===== config.mk =====
export PLATFORM = sky130hd
export DESIGN_NAME = cereal_rx_flat
export DESIGN_NICKNAME = d
export VERILOG_FILES = /design/src/rtl/cereal_pkg.sv /design/src/rtl/cereal_rx_if.sv /design/src/rtl/line_sync.sv /design/src/rtl/cereal_rx.sv /design/src/flat_wrapper.sv
export SDC_FILE = /design/constraint.sdc
export NUM_CORES = 1
export LEC_CHECK = 0
export ABC_AREA = 1
export CORE_MARGIN = 8
export CORE_UTILIZATION = 55
export CTS_CLUSTER_DIAMETER = 120
export DETAILED_ROUTE_END_ITERATION = 6
export GPL_TIMING_DRIVEN = 0
export PLACE_DENSITY = 0.82
export SLEW_MARGIN = 20
export SYNTH_ARGS = -nofsm -noshare
export SYNTH_HDL_FRONTEND = slang
export SYNTH_SLANG_ARGS = --single-unit

===== constraint.sdc =====
create_clock -name sysclk -period 3.3 [get_ports sysclk]
set_input_delay 0.99 -clock sysclk [delete_from_list [all_inputs] [get_ports sysclk]]
set_output_delay 0.99 -clock sysclk [all_outputs]
set_load 0.05 [all_outputs]

===== src/rtl/cereal_pkg.sv =====
// Shared constants and state encoding for the cereal serial link.
package cereal_pkg;

  localparam int unsigned CLK_HZ     = 50_000_000;
  localparam int unsigned BAUD       = 9600;
  // Common bit period for both the transmitter and the receiver.
  localparam int unsigned BIT_CYCLES = CLK_HZ / BAUD;

  typedef enum logic [2:0] {
    ST_IDLE  = 3'd0,
    ST_START = 3'd1,
    ST_DATA  = 3'd2,
    ST_STOP  = 3'd3,
    ST_BREAK = 3'd4
  } rx_state_e;

endpackage


===== src/rtl/cereal_rx_if.sv =====
// Byte-side handshake between the receiver and board logic.
interface cereal_rx_if;
  logic [7:0] rx_data;
  logic       rx_valid;
  logic       rx_ack;
  logic       frame_err;
  logic       overrun;
  logic       busy;

  modport master (
    output rx_data, rx_valid, frame_err, overrun, busy,
    input  rx_ack
  );

  modport slave (
    input  rx_data, rx_valid, frame_err, overrun, busy,
    output rx_ack
  );
endinterface


===== src/rtl/line_sync.sv =====
// Two-flop synchroniser for asynchronous inputs; resets to the idle-high level.
module line_sync (
  input  logic clk,
  input  logic rst_n,
  input  logic d_i,
  output logic q_o
);

  logic s1_q;
  logic s2_q;

  // Double-register the asynchronous input.
  always_ff @(posedge clk or negedge rst_n) begin
    if (!rst_n) begin
      s1_q <= 1'b1;
      s2_q <= 1'b1;
    end else begin
      s1_q <= d_i;
      s2_q <= s1_q;
    end
  end

  assign q_o = s2_q;

endmodule


===== src/rtl/cereal_rx.sv =====
// 8N1 LSB-first serial receiver with a valid/ack byte interface.
module cereal_rx #(
  parameter int unsigned BIT_CYCLES  = cereal_pkg::BIT_CYCLES,
  parameter int unsigned HALF_CYCLES = BIT_CYCLES / 2
) (
  input  logic          sysclk,
  input  logic          reset,
  input  logic          serialIn,
  cereal_rx_if.master   bus
);
  import cereal_pkg::*;

  localparam int unsigned CW = (BIT_CYCLES > 2) ? $clog2(BIT_CYCLES) : 1;
  localparam logic [CW-1:0] BIT_LAST  = CW'(BIT_CYCLES - 1);
  localparam logic [CW-1:0] HALF_LAST = CW'(HALF_CYCLES - 1);

  logic            line;
  rx_state_e       state_q, state_d;
  logic [CW-1:0]   cnt_q, cnt_d;
  logic [2:0]      bit_q, bit_d;
  logic [7:0]      shift_q, shift_d;
  logic [7:0]      data_q, data_d;
  logic            valid_q, valid_d;
  logic            ferr_q, ferr_d;
  logic            ovr_q, ovr_d;
  logic            busy_q, busy_d;

  line_sync u_sync (
    .clk   (sysclk),
    .rst_n (reset),
    .d_i   (serialIn),
    .q_o   (line)
  );

  // State register.
  always_ff @(posedge sysclk or negedge reset) begin
    if (!reset) state_q <= ST_IDLE;
    else        state_q <= state_d;
  end

  // Next-state logic; a low line at the stop sample parks in BREAK until it idles high.
  always_comb begin
    state_d = state_q;
    unique case (state_q)
      ST_IDLE:  if (!line) state_d = ST_START;
      ST_START: if (cnt_q == HALF_LAST) state_d = line ? ST_IDLE : ST_DATA;
      ST_DATA:  if (cnt_q == BIT_LAST && bit_q == 3'd7) state_d = ST_STOP;
      ST_STOP:  if (cnt_q == BIT_LAST) state_d = line ? ST_IDLE : ST_BREAK;
      ST_BREAK: if (line) state_d = ST_IDLE;
      default:  state_d = ST_IDLE;
    endcase
  end

  // Datapath and output next values; a same-cycle delivery overrides an ack.
  always_comb begin
    cnt_d   = cnt_q;
    bit_d   = bit_q;
    shift_d = shift_q;
    data_d  = data_q;
    valid_d = valid_q && !bus.rx_ack;
    ferr_d  = 1'b0;
    ovr_d   = 1'b0;
    busy_d  = (state_d != ST_IDLE);
    unique case (state_q)
      ST_IDLE: cnt_d = '0;
      ST_START: begin
        if (cnt_q == HALF_LAST) begin
          cnt_d = '0;
          bit_d = 3'd0;
        end else begin
          cnt_d = cnt_q + CW'(1);
        end
      end
      ST_DATA: begin
        if (cnt_q == BIT_LAST) begin
          cnt_d   = '0;
          shift_d = {line, shift_q[7:1]};
          if (bit_q != 3'd7) bit_d = bit_q + 3'd1;
        end else begin
          cnt_d = cnt_q + CW'(1);
        end
      end
      ST_STOP: begin
        if (cnt_q == BIT_LAST) begin
          cnt_d = '0;
          if (line) begin
            if (!valid_q || bus.rx_ack) begin
              data_d  = shift_q;
              valid_d = 1'b1;
            end else begin
              ovr_d = 1'b1;
            end
          end else begin
            ferr_d = 1'b1;
          end
        end else begin
          cnt_d = cnt_q + CW'(1);
        end
      end
      ST_BREAK: cnt_d = '0;
      default:  cnt_d = '0;
    endcase
  end

  // Datapath and output registers.
  always_ff @(posedge sysclk or negedge reset) begin
    if (!reset) begin
      cnt_q   <= '0;
      bit_q   <= 3'd0;
      shift_q <= 8'h00;
      data_q  <= 8'h00;
      valid_q <= 1'b0;
      ferr_q  <= 1'b0;
      ovr_q   <= 1'b0;
      busy_q  <= 1'b0;
    end else begin
      cnt_q   <= cnt_d;
      bit_q   <= bit_d;
      shift_q <= shift_d;
      data_q  <= data_d;
      valid_q <= valid_d;
      ferr_q  <= ferr_d;
      ovr_q   <= ovr_d;
      busy_q  <= busy_d;
    end
  end

  assign bus.rx_data   = data_q;
  assign bus.rx_valid  = valid_q;
  assign bus.frame_err = ferr_q;
  assign bus.overrun   = ovr_q;
  assign bus.busy      = busy_q;

endmodule


===== src/flat_wrapper.sv =====
// flat-port wrapper written by rule: the top's interface ports become plain ports
module cereal_rx_flat import cereal_pkg::*;
#(
  parameter int unsigned BIT_CYCLES  = cereal_pkg::BIT_CYCLES,
  parameter int unsigned HALF_CYCLES = BIT_CYCLES / 2
)
  (sysclk, reset, serialIn, bus_rx_data, bus_rx_valid, bus_frame_err, bus_overrun, bus_busy, bus_rx_ack);
  cereal_rx_if bus_i ();
  input  logic sysclk;
  input  logic reset;
  input  logic serialIn;
  output wire logic [$bits(bus_i.rx_data)-1:0] bus_rx_data;
  output wire logic [$bits(bus_i.rx_valid)-1:0] bus_rx_valid;
  output wire logic [$bits(bus_i.frame_err)-1:0] bus_frame_err;
  output wire logic [$bits(bus_i.overrun)-1:0] bus_overrun;
  output wire logic [$bits(bus_i.busy)-1:0] bus_busy;
  input wire logic [$bits(bus_i.rx_ack)-1:0] bus_rx_ack;
  assign bus_rx_data = bus_i.rx_data;
  assign bus_rx_valid = bus_i.rx_valid;
  assign bus_frame_err = bus_i.frame_err;
  assign bus_overrun = bus_i.overrun;
  assign bus_busy = bus_i.busy;
  assign bus_i.rx_ack = bus_rx_ack;
  cereal_rx #(.BIT_CYCLES(BIT_CYCLES), .HALF_CYCLES(HALF_CYCLES)) u_core (.sysclk(sysclk), .reset(reset), .serialIn(serialIn), .bus(bus_i));
endmodule

==> metrics.md, run 1 <==
| Metric | Value |
|---|---|
| Status | complete, no violations |
| Pin count of the biggest net entering global routing | 22 |
| Sequential group share of total power | a little over half |
| Net count after synthesis | roughly 270 |
| Vias in the first global route | 1,745 |
| Worst Path Buf+Inv | 1 |
| DRC | 0 |
| Relative slew slack | approximately 66% |
| RSZ-0062 raised after global routing | no |
| Fill count | between 300 and 400 |
| Max Cap Viol | 0 |
| Critical path startpoint category | flop |
| Post-synthesis simple-gate area fraction | around 38% |
| Core Area | 3610 sq um |
| CP required | ~2.3 ns |
| Share of cells above drive strength 1 | 9.15% |
| Final setup fails | 0 |
| Crit path DAT | about 1.5 ns |
| Die ar. | about 5900 sq um |
| Fmax | approximately 410 MHz |
| Pins Over Slew Limit | 0 |
| Post-Synth Adder-Cell Area | 1.84% |
| IO buf count | 15 |
| Crit end category | output port |
| Total gr overflow | 0 |
| Synth Area per Inst | between 7 and 8 sq um |
| Die H | between 70 and 80 um |
| Flops & latches, synth | just over 40 |
| Final WL | between 3000 and 4000 um |
| CTS sink count | 41 |
| Diode count | 0 |
| Initial Util | 56.6% |
| Worst Path Max Fanout | 2 |
| Hold Path Class | flop to flop |
| Final Cell Area | around 2400 sq um |
| Synth warn | 0 |
| Clk Latency, worst-skew pair | 0.29 ns |
| Top Family by Delay on Critical Path | buffers and inverters |
| Clock tree buffer depth | 2 |
| Hold Buf Count CTS | 0 |
| # Post-CTS Setup Buffers | 0 |
| P_int | between 0.7 and 0.8 mW |
| Final period util | 73.9% |
| Initial antenna violation count | 0 |
| Worst r2r dst | u_core.cnt_q[8] |
| Clk pwr share | between 40% and 50% |
| Launch point of the worst path | u_core.bus.rx_valid |
| Fin worst setup slack | roughly 0.86 ns |
| Main combinational cell family by area after synthesis | simple AND/OR/NAND/NOR gates |
| I/O Pins | 16 |
| Post-Synthesis Cell Area | between 2000 and 2500 sq um |
| Antenna Nets Post-Route | 0 |
| Xor-xnor portion of the synthesized cell area | 0.859% |
| Via count | ~1,700 |
| CTS Buf Count | 5 |
| P_leak | around 1.3 nW |
| CTS resizes | 0 |
| Post-layout util | 66.2% |
| P per Cell Area | about 390 nW/um^2 |
| Pre-Repair DR Iteration Count | 4 |
| H-Tree Depth | 2 |
| End of the critical path | bus_rx_valid |
| Area Overhead vs Synth | 17.1% |
| Compound-cell area share of the yosys netlist | approximately 1.7% |
| Clock root buffer | clkbuf_8 |
| TritonCTS clock tree | yes |
| CP Cell Sequence | clkdlybuf4s50_1 |
| Setup CP Type | flop to output port |
| Hold slack final | around 0.36 ns |
| Switching part of the total power | between 10% and 20% |
| Final #Nets | 290 |
| Vias/cell | 5.20 |
| CP peak stage delay | 0.80 ns |
| R2R depth | 8 |
| Die Span X | between 70 and 80 um |
| Setup TNS Final | 0 ns |
| Synth unique cells | 23 |
| FF-to-FF Start | u_core.cnt_q[0] |
| Worst path slowest cell | clkdlybuf4s50_1 |
| DRT iter0 DRCs | 65 |
| Synthesized netlist cell count | between 200 and 300 |
| Worst path depth | 1 |
| DP HPWL | 3010 um |
| Worst vdd ir | between 0.3 and 0.4 mV |
| Post-synthesis mux area share | 0% |
| Clk_skew | 0.00603 ns |
| Clock Pin Slew Worst Setup and Hold Paths | around 0.07 ns |
| Final Hold Vio Count | 0 |
| Dpl cell area | 2270 sq um |
| Global-route wire length before repair | 7240 um |
| Row count | 22 |
| Sequential area share after synthesis | 50.4% |
| Per-cell routed wire length | around 12 um |
| Worst-Margin Slew | around 0.51 ns |
| Pre-CTS WS | 1.09 ns |
| Crit path time final | roughly 2.4 ns |
| Total Routing Usage GR | roughly 15% |
| Reg2reg setup slack | between 1.5 and 2 ns |
| Global placement routability congestion | 0.896 |
| Net load switching power | approximately 0.17 mW |
| Combinational share of power | 1.9% |
-- cell families after synthesis --
group                      Yosys count
and+or+nand+nor                    172
DFF                                 41
buffers and inverters               35
AOI/OAI and AO/OA                    7
adders and majority gates            3
xor gates and xnor gates             2
-- registers in the layout, indices dropped and copies added, names as in the netlist --
register              count
u_core.bus.rx_valid       1
u_core.bus.frame_err      1
u_core.bus.rx_data        8
u_core.u_sync.q_o         1
u_core.u_sync.s1_q        1
u_core.cnt_q             13
u_core.state_q            3
u_core.bus.busy           1
u_core.shift_q            8
u_core.bit_q              3
u_core.bus.overrun        1
-- worst min path at each step --
stage | to | slack [ns] | startpoint | cells after the start
finish | u_core.u_sync.q_o | 0.36 | u_core.u_sync.s1_q | 0
global route | u_core.u_sync.q_o | 0.36 | u_core.u_sync.s1_q | 0
CTS | u_core.u_sync.q_o | 0.36 | u_core.u_sync.s1_q | 0
detailed placement | u_core.u_sync.q_o | 0.35 | u_core.u_sync.s1_q | 0
global placement | u_core.u_sync.q_o | 0.35 | u_core.u_sync.s1_q | 0
floorplan | u_core.u_sync.q_o | 0.35 | u_core.u_sync.s1_q | 0
-- synth_stat cells, drive strengths merged --
master / count / share of area [%]
and3: 1 / 0.31
dfstp: 2 / 2.6
nor2: 58 / 12
nand4: 16 / 4.9
buf: 2 / 0.61
o21ai: 2 / 0.49
dfrtp: 39 / 48
nand3: 20 / 6.0
a21oi: 5 / 1.2
inv: 32 / 5.9
nor3: 10 / 2.5
nand2: 67 / 13
ha: 3 / 1.8
clkbuf: 1 / 0.18
xor2: 2 / 0.86
-- per-layer routing --
metal / GRT usage, % / share of wire (%)
met5: 0 / 0
met4: 8.46 / 3.1
met2: 25.7 / 51
met1: 14.9 / 40
met3: 5.36 / 6.0
-- final cells by class --
cell class              count  area [sq um]  share of cell area, %
plain buffers               3          16.3                  0.681
clock buffers               7          86.3                   3.61
clock inverters             1          30.0                   1.26
inverters                  32           120                   5.03
multi-input cells         184           875                   36.6
flip-flops and latches     41          1030                   43.1
well taps                  48          60.1                   2.51
repair buffers             16           173                   7.23
-- power by group through the flow --
stage                     Clock [mW]  Combinational (mW)  Sequential, mW
after floorplan                    0             0.00136           0.515
after global placement             0              0.0145           0.515
after detailed placement           0              0.0182           0.515
after CTS                      0.419              0.0184           0.505
after global routing           0.445              0.0207           0.505
final                          0.409              0.0172           0.505
-- stage by stage --
stage               power [mW]  cells
floorplan                0.516    260
global placement         0.530    323
detailed placement       0.533    324
CTS                      0.943    332
global route             0.971    332
finish                   0.931    332
-- placed cells by master (no fill, tap or decap), drive strengths merged --
cell,n
a21oi,5
clkbuf,8
nand3,20
and3,1
nand4,16
nor3,10
clkdlybuf4s50,14
nor2,58
bufinv,1
o21ai,2
ha,3
inv,32
xor2,2
dfrtp,39
dfstp,2
nand2,67
buf,4
No activity file was read; power rests on OpenSTA's default activity.
==> run 2: changes to the inputs <==
- clock period: 3.3 -> 2.4 ns (I/O delays scaled with it)
==> results of run 2 <==
Same layout as run 1 (identical final DEF). Status: complete, no violations.
Main changes from that run: setup slack after placement 1.09 ns -> 0.463 ns; setup slack after layout 0.862 ns -> 0.232 ns; register-to-register setup slack 1.60 ns -> 0.70 ns; total power 0.931 mW -> 1.28 mW; worst IR drop on VDD 0.323 mV -> 0.445 mV
